`src/rtl/boost_pkg.sv`:
```
// rtl/boost_pkg.sv - shared types, default constants and width helper for the boost PWM generator
//
// Contents:
//   ch_state_e  - complementary channel state (ST_OFF, ST_ON, ST_DEAD)
//   PWM_*       - default generator parameters (10-bit carrier, 4 us tick at 100 MHz)
//   clog2w()    - counter width that never collapses to zero bits

package boost_pkg;

    typedef enum logic [1:0] {
        ST_OFF  = 2'd0,
        ST_ON   = 2'd1,
        ST_DEAD = 2'd2
    } ch_state_e;

    localparam int PWM_DW      = 10;
    localparam int PWM_PRESC   = 400;
    localparam int PWM_DT      = 4;
    localparam int INT_DIV_DEF = 500;

    // Width needed to hold 0..value-1; at least one bit so degenerate
    // parameter choices still give legal vectors.
    function automatic int clog2w(input int value);
        return (value <= 2) ? 1 : $clog2(value);
    endfunction

endpackage

```
`src/rtl/pwm_dt_channel.sv`:
```
// rtl/pwm_dt_channel.sv - one complementary gate pair with dead-time insertion
//
// Ports:
//   clk, rst  - system clock, asynchronous active-high reset
//   ce        - run enable; low forces the pair into dead time
//   tick      - one-clk PWM time base strobe
//   raw       - compare result for the upcoming carrier value
//   s, nots   - registered high-side / low-side gate drive

module pwm_dt_channel
    import boost_pkg::*;
#(
    parameter int DT = PWM_DT
) (
    input  logic clk,
    input  logic rst,
    input  logic ce,
    input  logic tick,
    input  logic raw,
    output logic s,
    output logic nots
);

    localparam int              DTW   = clog2w(DT + 1);
    localparam logic [DTW-1:0]  DT_LD = DTW'(DT);

    ch_state_e        state_q;
    logic [DTW-1:0]   dcnt_q;
    logic             raw_q;
    logic             s_q;
    logic             nots_q;

    // Gate outputs are decided together with the state, so s and nots come
    // from one registered decision and can never be high together.
    always_ff @(posedge clk or posedge rst) begin
        if (rst) begin
            state_q <= ST_DEAD;
            dcnt_q  <= DT_LD;
            raw_q   <= 1'b0;
            s_q     <= 1'b0;
            nots_q  <= 1'b0;
        end else begin
            raw_q <= raw;
            if (!ce) begin
                state_q <= ST_DEAD;
                dcnt_q  <= DT_LD;
                s_q     <= 1'b0;
                nots_q  <= 1'b0;
            end else begin
                case (state_q)
                    ST_ON: begin
                        if (!raw) begin
                            state_q <= ST_DEAD;
                            dcnt_q  <= DT_LD;
                            s_q     <= 1'b0;
                        end
                    end
                    ST_OFF: begin
                        if (raw) begin
                            state_q <= ST_DEAD;
                            dcnt_q  <= DT_LD;
                            nots_q  <= 1'b0;
                        end
                    end
                    default: begin
                        s_q    <= 1'b0;
                        nots_q <= 1'b0;
                        // A compare edge inside the dead window restarts it,
                        // which is what swallows pulses shorter than DT.
                        if (raw != raw_q) begin
                            dcnt_q <= DT_LD;
                        end else if (tick) begin
                            if (dcnt_q == DTW'(1)) begin
                                dcnt_q  <= '0;
                                state_q <= raw ? ST_ON : ST_OFF;
                                s_q     <= raw;
                                nots_q  <= !raw;
                            end else begin
                                dcnt_q <= dcnt_q - 1'b1;
                            end
                        end
                    end
                endcase
            end
        end
    end

    assign s    = s_q;
    assign nots = nots_q;

endmodule

```
`src/rtl/boost_pwm_gen.sv`:
```
// rtl/boost_pwm_gen.sv - N-channel complementary boost PWM with dead time and control-loop interrupt
//
// Ports:
//   clk, rst      - system clock, asynchronous active-high reset
//   ce            - run enable; 0 = safe stop (gates off, counters hold)
//   d_pwm         - duty words, channel k at [k*DW +: DW], sampled at carrier wrap
//   pwm_s         - high-side gate drive per channel
//   pwm_nots      - low-side gate drive per channel
//   clk_int       - interrupt square wave, high for the first half of INT_DIV ticks
//   int_pulse     - one-clk strobe on clk_int rising edge
//   period_start  - one-clk strobe when the carrier wraps to 0

module boost_pwm_gen
    import boost_pkg::*;
#(
    parameter int N_CH    = 2,
    parameter int DW      = PWM_DW,
    parameter int PRESC   = PWM_PRESC,
    parameter int DT      = PWM_DT,
    parameter int INT_DIV = INT_DIV_DEF
) (
    input  logic                 clk,
    input  logic                 rst,
    input  logic                 ce,
    input  logic [N_CH*DW-1:0]   d_pwm,
    output logic [N_CH-1:0]      pwm_s,
    output logic [N_CH-1:0]      pwm_nots,
    output logic                 clk_int,
    output logic                 int_pulse,
    output logic                 period_start
);

    localparam int PW = clog2w(PRESC);
    localparam int IW = clog2w(INT_DIV);

    logic [PW-1:0]       pcnt_q, pcnt_d;
    logic [DW-1:0]       cnt_q, cnt_d;
    logic [N_CH*DW-1:0]  shadow_q, shadow_d;
    logic [IW-1:0]       icnt_q, icnt_d;
    logic                clk_int_q, clk_int_d;
    logic                int_pulse_q;
    logic                period_start_q;
    logic                tick;
    logic                wrap;
    logic                iwrap;
    logic [N_CH-1:0]     raw;

    always_comb begin
        tick   = ce && (pcnt_q == PW'(PRESC - 1));
        pcnt_d = pcnt_q;
        if (ce) begin
            pcnt_d = tick ? '0 : pcnt_q + 1'b1;
        end

        wrap     = tick && (cnt_q == {DW{1'b1}});
        cnt_d    = tick ? cnt_q + 1'b1 : cnt_q;
        shadow_d = wrap ? d_pwm : shadow_q;

        iwrap  = tick && (icnt_q == IW'(INT_DIV - 1));
        icnt_d = icnt_q;
        if (tick) begin
            icnt_d = iwrap ? '0 : icnt_q + 1'b1;
        end
        clk_int_d = ce ? (icnt_d < IW'(INT_DIV / 2)) : clk_int_q;
    end

    always_ff @(posedge clk or posedge rst) begin
        if (rst) begin
            pcnt_q         <= '0;
            cnt_q          <= '0;
            shadow_q       <= '0;
            icnt_q         <= '0;
            clk_int_q      <= 1'b0;
            int_pulse_q    <= 1'b0;
            period_start_q <= 1'b0;
        end else begin
            pcnt_q         <= pcnt_d;
            cnt_q          <= cnt_d;
            shadow_q       <= shadow_d;
            icnt_q         <= icnt_d;
            clk_int_q      <= clk_int_d;
            int_pulse_q    <= iwrap;
            period_start_q <= wrap;
        end
    end

    // The compare looks at the carrier and shadow values being loaded this
    // cycle, so a wrap and its new duty land on the gates one clk after the
    // tick, the same cycle period_start is seen.
    for (genvar k = 0; k < N_CH; k++) begin : g_ch
        assign raw[k] = cnt_d < shadow_d[k*DW +: DW];

        pwm_dt_channel #(
            .DT (DT)
        ) u_ch (
            .clk  (clk),
            .rst  (rst),
            .ce   (ce),
            .tick (tick),
            .raw  (raw[k]),
            .s    (pwm_s[k]),
            .nots (pwm_nots[k])
        );
    end

    assign clk_int      = clk_int_q;
    assign int_pulse    = int_pulse_q;
    assign period_start = period_start_q;

endmodule

```
`config.mk`:
```
export PLATFORM = sky130hd
export DESIGN_NAME = boost_pwm_gen
export DESIGN_NICKNAME = d
export VERILOG_FILES = /design/src/rtl/boost_pkg.sv /design/src/rtl/pwm_dt_channel.sv /design/src/rtl/boost_pwm_gen.sv
export SDC_FILE = /design/constraint.sdc
export NUM_CORES = 1
export LEC_CHECK = 0
export ABC_AREA = 1
export CORE_MARGIN = 2
export CORE_UTILIZATION = 60
export CTS_CLUSTER_SIZE = 28
export DETAILED_ROUTE_END_ITERATION = 12
export DONT_BUFFER_PORTS = 1
export GPL_ROUTABILITY_DRIVEN = 0
export HOLD_SLACK_MARGIN = 0.15
export PLACE_DENSITY = 0.79
export SLEW_MARGIN = 15
export SYNTH_ARGS = -nofsm -noshare
export SYNTH_HDL_FRONTEND = slang
export SYNTH_HIERARCHICAL = 1
export SYNTH_SLANG_ARGS = --single-unit
```
`constraint.sdc`:
```
create_clock -name clk -period 5.5 [get_ports clk]
set_input_delay 1.1 -clock clk [delete_from_list [all_inputs] [get_ports clk]]
set_output_delay 1.1 -clock clk [all_outputs]
set_load 0.01 [all_outputs]
```
; Word-level counts from Yosys, hierarchy flattened
; Index checks and enable logic that the tools add are counted.
[totals]
wordCells = 124
out_inout_bits = 7
register_bits = 67
in_bits = 23
[op_classes]
order_cmp = 3
addsub = 5
reduce_logical = 15
eq_ne = 25
mux = 59
[ops]
columns = cell, n
row1 = $mux 3, 12
row2 = $mux 9, 3
row3 = $mux 2, 12
row4 = $mux 1, 22
row5 = $lt 10x10->1, 2
row6 = $mux 20, 1
row7 = $add 9x1->9 const B, 2
row8 = $eq 9x9->1 const B, 2
row9 = $ne 4x1->1 const B, 4
row10 = $pmux 3 s2, 2
row11 = $add 10x1->10 const B, 1
row12 = $eq 10x10->1 const B, 1
row13 = $mux 10, 1
row14 = $ne 5x1->1 const B, 2
row15 = $reduce_and 5->1, 2
row16 = $lt 9x8->1 const B, 1
row17 = $ne 2x2->1 const B, 4
row18 = $ne 4x4->1 const B, 2
row19 = $pmux 1 s2, 4
row20 = $pmux 2 s2, 2
row21 = $reduce_and 2->1, 4
row22 = $eq 3x1->1 const B, 2
row23 = $ne 3x2->1 const B, 2
row24 = $ne 3x3->1 const B, 2
row25 = other kinds (7), 15

; Depth between registers and ports, before layout
[logic_depth]
depth_word = 11
mapped_depth = 27
depth_no_buf = 26

; Cells and area by module
; The synthesis kept the hierarchy.
[by_module_without_submodules]
columns = module, area_per_inst_um2, n_inst, cells_each, seq_area_each_um2
row1 = boost_pwm_gen, 3089.2, 1, 392, 1276.2
row2 = pwm_dt_channel, 493.0, 2, 69, 202.7

; Worst setup path before layout
; OpenSTA, ideal clock, no wires.
[synth_path]
path_kind = input to register
start = input ce
end = register g_ch[0].u_ch.dcnt_q[0]
required_ps = 5382
arrival_ps = 3577
path_slack_ps = 1805
n_path_buf = 1
cell_stages = 24
setup_time_ps = 118
cell_sequence = buf_4 -> nand4_2 -> nor2_8 -> nand3b_4 -> nor3_4 -> nand3_2 -> nor2_2 -> xor2_1 -> inv_1 -> ha_1 -> nand4_1 -> nor2_1 -> nand2_1 -> nor2_1 -> nand2_1 -> nand2_1 -> nor2_1 -> inv_2 -> nand2_1 -> nor2_2 -> nor2_4 -> nand2_2 -> nand2_1 -> nand2_1
[synth_between]
word_cells_on_any_way = 13
cone_classes = order compare: 1 / eq/ne: 4 / mux: 5 / reduce/logical: 3
[synth_lines]
columns = element, line_no
row1 = from (decl), boost_pwm_gen.sv:24  ; input logic ce,
row2 = $logic_and 1x1->1 *, boost_pwm_gen.sv:49  ; tick = ce && (pcnt_q == PW'(PRESC - 1));
row3 = named net tick, boost_pwm_gen.sv:43  ; logic tick;
row4 = $mux 10 *, boost_pwm_gen.sv:56  ; cnt_d = tick ? cnt_q + 1'b1 : cnt_q;
row5 = named net cnt_d[9], boost_pwm_gen.sv:37  ; logic [DW-1:0] cnt_q, cnt_d;
row6 = $lt 10x10->1 *, boost_pwm_gen.sv:91  ; assign raw[k] = cnt_d < shadow_d[k*DW +: DW];
row7 = named net raw[0], boost_pwm_gen.sv:46  ; logic [N_CH-1:0] raw;
row8 = $ne 1x1->1, pwm_dt_channel.sv:70  ; if (raw != raw_q) begin
row9 = $mux 3, pwm_dt_channel.sv:70
row10 = $pmux 3 s2, pwm_dt_channel.sv:50  ; case (state_q)
row11 = $mux 3, pwm_dt_channel.sv:44  ; if (!ce) begin
row12 = to (signal assigned), pwm_dt_channel.sv:79  ; dcnt_q <= dcnt_q - 1'b1;
row13 = to (decl), pwm_dt_channel.sv:28  ; logic [DTW-1:0] dcnt_q;
; Mark *: on every way through the listed nets, which the timed path passes. The rest lies on a longest branch.
; A chain may end at the register's enable or synchronous reset.

; Final worst setup path
[layout_path]
start = register cnt_q[0]
end = register g_ch[1].u_ch.state_q[0]
[layout_between]
elab_chain_cells = 10
word_cells_on_any_way = 17
cone_classes = add/sub: 1 / order compare: 1 / eq/ne: 5 / mux: 8 / reduce/logical: 2
[layout_rtl]
columns = element, line_no
row1 = from (decl), boost_pwm_gen.sv:37
row2 = from (signal assigned), boost_pwm_gen.sv:78  ; cnt_q <= cnt_d;
row3 = $eq 10x10->1 *, boost_pwm_gen.sv:55  ; wrap = tick && (cnt_q == {DW{1'b1}});
row4 = $logic_and 1x1->1 *, boost_pwm_gen.sv:55
row5 = $mux 20 *, boost_pwm_gen.sv:57  ; shadow_d = wrap ? d_pwm : shadow_q;
row6 = named net shadow_d[17], boost_pwm_gen.sv:38  ; logic [N_CH*DW-1:0] shadow_q, shadow_d;
row7 = $lt 10x10->1 *, boost_pwm_gen.sv:91
row8 = named net raw[1], boost_pwm_gen.sv:46
row9 = $mux 1, pwm_dt_channel.sv:75  ; state_q <= raw ? ST_ON : ST_OFF;
row10 = $mux 2, pwm_dt_channel.sv:73  ; if (dcnt_q == DTW'(1)) begin
row11 = $mux 2, pwm_dt_channel.sv:72  ; end else if (tick) begin
row12 = $mux 2, pwm_dt_channel.sv:70
row13 = $pmux 2 s2, pwm_dt_channel.sv:50
row14 = $mux 2, pwm_dt_channel.sv:44
row15 = to (signal assigned), pwm_dt_channel.sv:75
row16 = to (decl), pwm_dt_channel.sv:27  ; ch_state_e state_q;
; Mark *: on every way through the listed nets, which the timed path passes. The rest lies on a longest branch. The select of a mux whose other input is x is not followed.

==> results.py <==
metrics = {
    "outcome": {
        "status": "finished, final reports clean",
    },
    "sta": {
        "setup_tns_ps": 0,
        "min_period_ps": 3820,
        "skew_ps": 10.8,
        "holdWs_ps": 480,
        "tightest_slew_ps": 868,
        "rsz0062_at_grt": "no",
        "period_share_pct": 69.4,
        "setup_violations": 0,
        "hold_viol": 0,
        "slew_headroom_pct": 42.1,
        "slew_viol_final": 0,
        "max_freq_ghz": 0.262,
        "setup_ws_ps": 1680,
    },
    "place": {
        "pre_cts_slack_ps": 1450,
        "io_buffers": 0,
        "dp_hpwl_mm": 5.97,
        "dpl_cell_area_um2": 4140,
    },
    "clock_tree": {
        "tritoncts": "built",
        "numCtsBuffers": 9,
        "ctsResizeCount": 0,
        "htree_levels": 3,
        "clock_path_buffers": 2,
        "cts.clk_slew.worst_paths_ps": 80,
        "cts_sinks": 67,
        "root_buffer": "clkbuf_8",
        "holdBufCountCts": 0,
        "worstSkewPairLatency_ps": 350,
        "postCtsSetupBuffers": 0,
    },
    "power_and_ir_drop": {
        "p_sw_share_pct": 28.4,
        "power_per_cell_area_nw_per_um2": 254,
        "power_frac_comb_pct": 10.5,
        "cell_internal_pwr_mw": 0.791,
        "p_clk_share_pct": 37.8,
        "p_sw_mw": 0.313,
        "p_leak_nw": 2.34,
        "vdd_drop_max_uv": 149,
        "finalPower_mw": 1.10,
        "power_frac_seq_pct": 51.7,
    },
    "detailed_routing": {
        "first_pass_iters": 7,
        "wl_mm": 8.09,
        "avgViaCountPerCell": 5.26,
        "detail_route.wl_per_cell_um": 13.0,
        "drc": 0,
        "vias": 3264,
        "ant_nets": 0,
        "drtIter0Drc": 161,
    },
    "global_routing": {
        "grt_max_degree": 52,
        "grt_pass1_wl_mm": 14.1,
        "grt.busiest_layer": "met2",
        "use_met3_pct": 3.81,
        "antenna_found_initial": 0,
        "grt_overflow": 0,
        "grt_util_met2_pct": 42.7,
        "track_usage_pct": 23.9,
        "grt_pass1_vias": 3317,
        "use_met1_pct": 28.6,
    },
    "min_path": {
        "hold_class": "flop to flop",
    },
    "die": {
        "die_y_um": 86.4,
        "core_area_um2": 6680,
        "rows": 30,
        "die_w_um": 86.4,
        "io_pins": 30,
        "start_util_pct": 61.0,
        "die-area_um2": 7470,
    },
    "finish": {
        "fillCellCount": 566,
        "areaGrowthSynthToFinish_pct": 6.57,
        "n_antenna_cell": 0,
        "nNetsFinal": 582,
        "drive_gt1_share_pct": 12.8,
        "fin_area_um2": 4340,
    },
    "setup_path": {
        "critPathKind": "flop to flop",
        "startpoint_type": "flop",
        "rrSetupSlack_ps": 1680,
        "cp.arrival_ps": 4060,
        "endpoint_kind": "flop",
        "critPathRequiredTime_ps": 5750,
        "critPathMaxFanout": 18,
    },
    "synthesis": {
        "synthTopCellsByArea": "dfrtp_1 (39%), nand2_1 (15%), inv_1 (7.6%)",
        "synth_commonest_cells": "nand2_1 (160), inv_1 (82), dfrtp_1 (63), nor2_1 (42), nand3_1 (32)",
        "yosysTopAreaCell": "dfrtp_1",
        "syn_area_per_cell_um2": 7.69,
        "async_reset_ff_share_pct": 100,
        "post_synth_inst_count": 530,
        "syn_nets": 576,
        "synth-seq-area-share_pct": 41.3,
        "synth.most_common_cell": "nand2_1",
        "syn_area_um2": 4080,
        "yosys_warnings": 6,
        "synth_edf_count": 0,
        "ys_seq_elements": 67,
        "dominantRegCellSynth": "dfrtp_1",
        "yosysTopAreaCellShare_pct": 38.7,
        "synth_cell_types": 42,
    },
    "job": {
        "cap_viol_max_count": 0,
    },
}
-- logic make-up after synthesis --
family                     Yosys count  share of synthesized area, %
and+or+nand+nor                    288                          34.0
buffers and inverters              100                          9.61
DFF                                 67                          41.3
AOI/OAI and AO/OA                   40                          5.47
adders and majority gates           23                          7.06
xor gates and xnor gates            11                          2.36
muxes                                1                         0.246
-- power by group through the flow --
stage / logic [mW] / clock network [mW] / registers [mW]
6_report: 0.116 / 0.417 / 0.571
5_1_grt: 0.137 / 0.445 / 0.577
4_1_cts: 0.118 / 0.426 / 0.571
3_5_place_dp: 0.118 / 0 / 0.579
3_3_place_gp: 0.111 / 0 / 0.578
2_1_floorplan: 0.112 / 0 / 0.565
-- worst paths after layout --
| kind | cells after the start | endpoint | startpoint |
|---|---|---|---|
| setup reg to reg | 21 | g_ch[1].u_ch/state_q[0] | cnt_q[0] |
| hold / removal | 2 | g_ch[0].u_ch/dcnt_q[2] | g_ch[0].u_ch/dcnt_q[2] |
| setup / recovery | 21 | g_ch[1].u_ch/state_q[0] | cnt_q[0] |
| max in group asynchronous | 1 | pcnt_q[6] | rst |
| min in group asynchronous | 1 | g_ch[0].u_ch/nots | rst |
| hold reg to reg | 2 | g_ch[0].u_ch/dcnt_q[2] | g_ch[0].u_ch/dcnt_q[2] |
-- sequential cells by signal (all words and copies together) (netlist names) --
signal	count
period_start	1
g_ch.u_ch/s	2
icnt_q	9
g_ch.u_ch/state_q	4
shadow_q	20
g_ch.u_ch/nots	2
int_pulse	1
clk_int	1
pcnt_q	9
g_ch.u_ch/raw_q	2
g_ch.u_ch/dcnt_q	6
cnt_q	10
-- cell usage in the layout, fill, tap and decap left out, drive strengths merged, types with 2 or more instances in the layout --
master and count:
or2 3, inv 93, a21oi 14, nor3 4, nand3 38, nand2 168
dfrtp 63, dfstp 4, nand4 9, nor2 59, o21a 3, a211oi 2
xnor2 2, clkbuf 10, and2 4, nand3b 2, xor2 9, ha 23
clkinvlp 2, o21ai 17, clkinv 5
-- final cells by class --
cell class	count	area, µm²	area share, %
clock inverter	6	63.8	1.47
clock buffer	10	138	3.17
sequential	67	1680	38.7
inverter	95	358	8.24
tap	80	100	2.30
multi-input combinational	363	2000	46.1
-- per-layer routing --
metal / wire length (µm) / vias up
met5: 0 / -
met4: 128 / 0
met3: 321 / 11
met2: 4180 / 69
met1: 3460 / 1523
li1: - / 1661
-- critical path: stages, from the launching register on --
cell and delay, ps:
dfrtp_1 460, ha_1 220, nand3_1 180, nor3_4 290
nand3_2 130, nor2_4 340, nor2_1 70, nor2_1 130
inv_1 70, ha_1 310, a21oi_1 160, nor2_1 60
a211oi_1 270, nand2_1 100, nor2_1 270, inv_2 100
nand2_1 130, nand2_2 80, nand2_1 100, nand2_1 70
nand3_1 90, nand2_1 60
-- metrics by stage --
stage | instances | utilization, %
after detailed placement | 605 | 62.0
final | 621 | 65.0
after CTS | 621 | 65.0
after floorplan | 530 | -
after global placement | 605 | 62.0
after global routing | 621 | 65.0
(Power assumes the default switching activity.)
